## src/rtl/multi_blinker.sv

```systemverilog
`default_nettype none
// +--------------------------------------------------------------------------+
// | multi_blinker: per-channel toggle / pulse / PWM blinker with shadow cfg   |
// | Rev 1.0                                                                   |
// +--------------------------------------------------------------------------+
module multi_blinker #(
  parameter int CHANNELS       = 4,
  parameter int WIDTH          = 8,
  parameter int DEFAULT_PERIOD = 8
) (
  input  logic                clk,
  input  logic                rst_n,
  input  logic                cfg_we,
  input  logic [3:0]          cfg_ch,
  input  logic [WIDTH-1:0]    cfg_period,
  input  logic [WIDTH-1:0]    cfg_duty,
  input  logic [1:0]          cfg_mode,
  input  logic [CHANNELS-1:0] en,
  output logic [CHANNELS-1:0] light,
  output logic [CHANNELS-1:0] tick,
  output logic [CHANNELS-1:0] pending
);

  localparam logic [1:0]       c_MODE_OFF = 2'd0;
  localparam logic [1:0]       c_MODE_TOG = 2'd1;
  localparam logic [1:0]       c_MODE_PUL = 2'd2;
  localparam logic [1:0]       c_MODE_PWM = 2'd3;
  localparam logic [WIDTH-1:0] c_DEF_P    = WIDTH'(DEFAULT_PERIOD);

  for (genvar gi = 0; gi < CHANNELS; gi++) begin : g_ch
    logic [WIDTH-1:0] r_cnt;
    logic [WIDTH-1:0] r_act_p, r_act_d, r_sh_p, r_sh_d;
    logic [1:0]       r_act_m, r_sh_m;
    logic             r_pend, r_light, r_tick;

    logic             w_sel, w_wrap, w_apply, w_light_nxt;
    logic [WIDTH-1:0] w_new_p, w_new_d;
    logic [1:0]       w_new_m;

    assign w_sel   = cfg_we && (cfg_ch == 4'(gi));
    assign w_wrap  = (r_cnt == r_act_p);
    assign w_apply = !en[gi] || w_wrap;

    // A write landing on the apply edge bypasses the shadow entirely.
    assign w_new_p = w_sel ? cfg_period : r_sh_p;
    assign w_new_d = w_sel ? cfg_duty   : r_sh_d;
    assign w_new_m = w_sel ? cfg_mode   : r_sh_m;

    always_comb begin
      w_light_nxt = 1'b0;
      unique case (r_act_m)
        c_MODE_TOG: w_light_nxt = r_light ^ w_wrap;
        c_MODE_PUL: w_light_nxt = w_wrap;
        c_MODE_PWM: w_light_nxt = (r_cnt < r_act_d);
        default:    w_light_nxt = 1'b0;
      endcase
    end

    always_ff @(posedge clk or negedge rst_n) begin
      if (!rst_n) begin
        r_cnt   <= '0;
        r_act_p <= c_DEF_P;
        r_act_d <= '0;
        r_act_m <= c_MODE_TOG;
        r_sh_p  <= c_DEF_P;
        r_sh_d  <= '0;
        r_sh_m  <= c_MODE_TOG;
        r_pend  <= 1'b0;
        r_light <= 1'b0;
        r_tick  <= 1'b0;
      end else begin
        if (w_apply) begin
          r_act_p <= w_new_p;
          r_act_d <= w_new_d;
          r_act_m <= w_new_m;
          r_sh_p  <= w_new_p;
          r_sh_d  <= w_new_d;
          r_sh_m  <= w_new_m;
          r_pend  <= 1'b0;
        end else if (w_sel) begin
          r_sh_p  <= cfg_period;
          r_sh_d  <= cfg_duty;
          r_sh_m  <= cfg_mode;
          r_pend  <= 1'b1;
        end

        if (!en[gi]) begin
          r_cnt   <= '0;
          r_light <= 1'b0;
          r_tick  <= 1'b0;
        end else begin
          r_cnt   <= w_wrap ? '0 : r_cnt + 1'b1;
          r_tick  <= w_wrap && (r_act_m != c_MODE_OFF);
          // A mode switch starts the new waveform from a clean low level.
          r_light <= (w_wrap && (w_new_m != r_act_m)) ? 1'b0 : w_light_nxt;
        end
      end
    end

    assign light[gi]   = r_light;
    assign tick[gi]    = r_tick;
    assign pending[gi] = r_pend;
  end

endmodule
`default_nettype wire

```

## config.mk

```make
export PLATFORM = sky130hd
export DESIGN_NAME = multi_blinker
export DESIGN_NICKNAME = d
export VERILOG_FILES = /design/src/rtl/multi_blinker.sv
export SDC_FILE = /design/constraint.sdc
export NUM_CORES = 1
export LEC_CHECK = 0
export CORE_MARGIN = 2
export CORE_UTILIZATION = 60
export DETAILED_ROUTE_END_ITERATION = 10
export PLACE_DENSITY = 0.8
export SLEW_MARGIN = 20
export SYNTH_ARGS = -nofsm -noshare
export SYNTH_HDL_FRONTEND = slang
export SYNTH_SLANG_ARGS = --single-unit
```

## constraint.sdc

```tcl
create_clock -name clk -period 2.93 [get_ports clk]
set_clock_uncertainty 0.15 [all_clocks]
set_input_delay 0.586 -clock clk [delete_from_list [all_inputs] [get_ports clk]]
set_output_delay 0.586 -clock clk [all_outputs]
set_load 0.1 [all_outputs]
```

; ---- Word-level counts from Yosys, hierarchy flattened
; Index checks and enable logic that the tools add are counted.
[word_totals]
out_inout_bits = 12
n_memories = 0
regBits = 188
romBits = 0
wordCells = 148
latchBits = 0
inputBits = 29
mem_bits_rw = 0
[op_classes]
n_mul = 0
magnitude_cmp = 4
eq_ne = 23
n_mux = 44
n_shift = 0
reduce_logical = 29
add_sub_neg = 4
div = 0
bitwise_logic = 4
[ops]
columns = op, count
row1 = 8-bit two-way mux, 16
row2 = "8-bit by 1-bit adder with 8-bit output, second input constant", 4
row3 = 8-bit == test, 4
row4 = 8-bit < comparator, 4
row5 = 1-bit two-way mux, 20
row6 = "2-bit == test, second input constant", 8
row7 = 2-bit nonzero test, 8
row8 = 1-bit logical AND, 12
row9 = 1-bit case mux with 3 select lines, 4
row10 = "2-bit by 1-bit == test with 1-bit output, second input constant", 4
row11 = "4-bit by 2-bit == test with 1-bit output, second input constant", 2
row12 = 2-bit two-way mux, 4
row13 = 2-bit != test, 4
row14 = "4-bit by 1-bit == test with 1-bit output, second input constant", 1
row15 = 1-bit zero test, 4
row16 = 4-bit zero test, 1
row17 = 1-bit logical OR, 4
row18 = 1-bit XOR, 4

; ---- Depth between registers and ports, before layout
; Gate-level depths: netlist of the first run.
[logic_depth]
ltp_word = 7
depth_mapped = 8
mapped_depth_nobuf = 8

; ---- Worst setup path before layout of the first run
; No wires, ideal clock.
[synth_path]
path_type = input to register
startpoint = in cfg_ch[1]
endpoint = reg g_ch[0].r_light
path_slack_ps = 671
setup_time_ps = 122
t_arrival_ps = 1987
path_buffers = 1
cell_stages = 6
cell_sequence = nor4b_4 > and2b_1 > buf_6 > mux2_4 > or3_1 > o2111a_1
[synth_via]
elab_chain_cells = 7
[synth_rtl]
columns = element, line_no
row1 = start: declaration, 14  ; input logic [3:0] cfg_ch,
row2 = 4-bit zero test, 40  ; assign w_sel = cfg_we && (cfg_ch == 4'(gi));
row3 = 1-bit logical AND, 40
row4 = 2-bit two-way mux, -
row5 = net g_ch[0].w_new_m[1], 38  ; logic [1:0] w_new_m;
row6 = 2-bit != test, 95  ; r_light <= (w_wrap && (w_new_m != r_act_m)) ? 1'b0 : w_light_nxt;
row7 = 1-bit logical AND, 95
row8 = 1-bit two-way mux, 95
row9 = 1-bit two-way mux, 87  ; if (!en[gi]) begin
row10 = end signal: assignment, 95
row11 = end: declaration, 34  ; logic r_pend, r_light, r_tick;
; The timed path passes the listed nets, and every way through them passes these cells.
; A chain may end at the register's enable or synchronous reset.

; ---- Worst setup path after layout of the first run
[layout_path]
startpoint = in cfg_ch[1]
endpoint = reg g_ch[0].r_act_p[2]
[layout_via]
elab_chain_cells = 3
[layout_rtl]
columns = element, line_no
row1 = 4-bit zero test, 40
row2 = 1-bit logical AND, 40
row3 = 8-bit two-way mux, -
row4 = net g_ch[0].w_new_p[2], 37  ; logic [WIDTH-1:0] w_new_p, w_new_d;
row5 = end signal: assignment, 62  ; r_act_p <= c_DEF_P;
row6 = end signal: assignment, 73  ; r_act_p <= w_new_p;
row7 = end: declaration, 32  ; logic [WIDTH-1:0] r_act_p, r_act_d, r_sh_p, r_sh_d;
; The timed path passes the listed nets, and every way through them passes these cells.

==> results of run 1 <==
final cells by class:
cell class	instances	area, sq um
timing repair buffer	59	542
multi-input combinational	411	3580
clock buffer	25	495
clock inverter	7	62.6
inverter	41	154
tap	180	225
sequential	188	4720
fill	1004	4210
layer usage:
| metal | track usage (%) | up-vias | routed length [um] | part of all wire (%) |
|---|---|---|---|---|
| li1 | - | 2394 | - | - |
| met1 | 31.1 | 2640 | 7210 | 43 |
| met2 | 37.9 | 94 | 8480 | 50 |
| met3 | 4.99 | 31 | 732 | 4.3 |
| met4 | 9.58 | 0 | 432 | 2.6 |
| met5 | 0 | - | 0 | 0 |
worst reg2reg max path: cells and delay by family (launching register included):
| family | cells | cell delay [ns] |
|---|---|---|
| buffers and inverters | 1 | 0.32 |
| and+or+nand+nor | 1 | 0.21 |
| AOI/OAI and AO/OA | 1 | 0.61 |
| DFF | 1 | 0.56 |
| xor gates and xnor gates | 1 | 0.12 |
| muxes | 1 | 0.36 |
stage by stage:
step | hold WS, ns | power (mW) | area (sq um)
CTS | 0.0915 | 7.62 | 9780
global route | 0.0902 | 7.98 | 9780
finish | 0.0387 | 7.55 | 9780
floorplan | 0.140 | 4.90 | 8670
detailed placement | 0.330 | 5.42 | 9220
global placement | 0.324 | 5.29 | 9220
logic make-up after synthesis:
family	after synthesis	synth area share, %
compound gates	49	3.54
xor+xnor	62	6.26
fa+ha+maj	32	4.62
buf+inv	70	4.31
flops	188	54.5
mux	140	19.0
simple gates	128	7.75
power by group through the flow:
stage | clock [mW] | sequential [mW] | combinational (mW)
4_1_cts | 2.22 | 3.62 | 1.78
3_3_place_gp | 0 | 3.62 | 1.67
5_1_grt | 2.34 | 3.69 | 1.95
2_1_floorplan | 0 | 3.51 | 1.39
6_report | 2.18 | 3.62 | 1.76
3_5_place_dp | 0 | 3.66 | 1.76
placed cells by master, fill, tap and decap left out, types with 18 or more instances in the layout:
cell	n
mux2_4	21
nor2_1	54
xor2_1	41
mux2_2	109
nand3_1	18
dfrtp_1	172
xnor2_1	21
buf_4	29
ha_1	32
inv_1	41
clkdlybuf4s50_1	27
path summary, 6_finish.rpt:
kind	from	endpoint	slack [ns]	cells after the start
hold reg to reg	g_ch[3].r_sh_d[4]$_DFF_PN0_	g_ch[3].r_sh_d[4]$_DFF_PN0_	0.34	1
setup / recovery	cfg_ch[1]	g_ch[0].r_act_p[2]$_DFFE_PN0N_	0.41	6
min in group clk	g_ch[3].r_sh_d[4]$_DFF_PN0_	g_ch[3].r_sh_d[4]$_DFF_PN0_	0.34	1
hold / removal	rst_n	g_ch[3].r_tick$_DFF_PN0_	0.04	1
setup reg to reg	g_ch[1].r_act_p[3]$_DFFE_PN1N_	g_ch[1].r_act_d[1]$_DFFE_PN0N_	0.47	5
max in group asynchronous	rst_n	g_ch[0].r_sh_p[3]$_DFF_PN1_	1.77	2
flip-flops by register name (all words and copies together), names as in the netlist, 8 cells and up:
signal        count
g_ch.r_act_d     32
g_ch.r_act_m      8
g_ch.r_act_p     32
g_ch.r_cnt       32
g_ch.r_sh_d      32
g_ch.r_sh_m       8
g_ch.r_sh_p      32
==> results.sh, run 1 <==
export IMPL_status="finished, final reports clean"
export IMPL_drive_gt1_share_pct=30.1
export IMPL_synth_ff_type="dfrtp_1"
export IMPL_grt_ovfl_total=0
export IMPL_pin_count=41
export IMPL_slew_headroom_pct=52.0
export IMPL_grt_pass1_vias=5498
export IMPL_vias=5159
export IMPL_critical_path_buf_inv_count=2
export IMPL_worstPathCellList="clkdlybuf4s50_1, nor4b_4, and2b_1, buf_4, mux2_2, mux2_2"
export IMPL_ys_seq_elements=188
export IMPL_ys_types=46
export IMPL_utilization_pct=69.9
export IMPL_initial_core_util_pct=62.0
export IMPL_hold_violations=0
export IMPL_synthesis_nets=730
export IMPL_p_clk_share_pct=28.9
export IMPL_stdcell_count=911
export IMPL_initialDrtViolationCount=304
export IMPL_hpwl_um=11600
export IMPL_drtPass1Iterations=4
export IMPL_area_growth_pct=12.8
export IMPL_nets=779
export IMPL_cts_made_buffers=17
export IMPL_max_stage_delay_ns=0.47
export IMPL_viasPerCell=5.66
export IMPL_synth_most_common_cell="dfrtp_1"
export IMPL_core_sq_um=14000
export IMPL_num_rows=43
export IMPL_cp_required_ns=3.09
export IMPL_setup_viol=0
export IMPL_powerDensity_nw_per_um2=772
export IMPL_finalCritPeriodShare_pct=86.0
export IMPL_die_w_um=124
export IMPL_power_leakage_nw=4.66
export IMPL_die_h_um=124
export IMPL_grt_pass1_wl_um=28300
export IMPL_post_place_ws_ns=0.00582
export IMPL_tightestPinTransition_ns=0.720
export IMPL_cts_hold_buf=0
export IMPL_yosysWarnings=0
export IMPL_synth_area_sq_um=8670
export IMPL_synth_top_area_share_pct=49.6
export IMPL_crit_family="buffers and inverters"
export IMPL_power_frac_comb_pct=23.3
export IMPL_worstSetupPathType="primary input to flop"
export IMPL_dp_cells=879
export IMPL_cts_resized=0
export IMPL_maxCapViolations=0
export IMPL_insertion_delay_ns=0.44
export IMPL_cp_common_cell="mux2_2"
export IMPL_dieArea_sq_um=15400
export IMPL_grt_max_degree=90
export IMPL_antenna_found_initial=0
export IMPL_synth_edf_count=0
export IMPL_htreeDepth=4
export IMPL_p_seq_share_pct=47.9
export IMPL_ys_seq_area_share_pct=54.5
export IMPL_wirelength_um=16900
export IMPL_diodes=0
export IMPL_fmax_mhz=397
export IMPL_layout_min_cycle_time_ns=2.52
export IMPL_crit_path_top_delay_cell="clkdlybuf4s50_1"
export IMPL_critPathCaptureType="flop"
export IMPL_layout_setup_ws_ns=0.409
export IMPL_syn_area_per_cell_sq_um=13.0
export IMPL_hold_class="primary input to asynchronous set/reset pin"
export IMPL_synthArstFlopShare_pct=100
export IMPL_antenna_left=0
export IMPL_critPathMaxFanout=13
export IMPL_p_int_mw=5.38
export IMPL_switching_share_pct=28.8
export IMPL_cts_root_buf="clkbuf_16"
export IMPL_p_sw_mw=2.18
export IMPL_drc=0
export IMPL_finalSetupTns_ns=0
export IMPL_synth_area_leaders="dfrtp_1 (50%), mux2_2 (14%), dfstp_2 (4.8%), ha_1 (4.6%), xor2_1 (4.1%)"
export IMPL_cts_tree="done"
export IMPL_track_usage_pct=23.4
export IMPL_clk_pin_slew_ns=0.06
export IMPL_start_kind="primary input"
export IMPL_slew_violations=0
export IMPL_max_clock_path_buffers=2
export IMPL_critPathArrivalTime_ns=2.68
export IMPL_yosys_top_cells_count="dfrtp_1 (172), mux2_2 (109), nor2_1 (54), inv_1 (41), xor2_1 (41)"
export IMPL_rsz0062_at_grt="false"
export IMPL_post_cts_buffers=0
export IMPL_port_buffers=40
export IMPL_synth_cells=669
export IMPL_synth_top_cell_by_area="dfrtp_1"
export IMPL_clock_sinks=188
export IMPL_globalplace_congestion=0.819
export IMPL_wire_per_inst_um=18.5
export IMPL_max_vdd_ir_drop_uv=588
(Power assumes the default switching activity.)
==> run 2: changes to the inputs <==
- ABC_CLOCK_PERIOD_IN_PS: default -> 2930
==> results of run 2 <==
The final DEF is identical to that of run 1; final timing and power are the same.
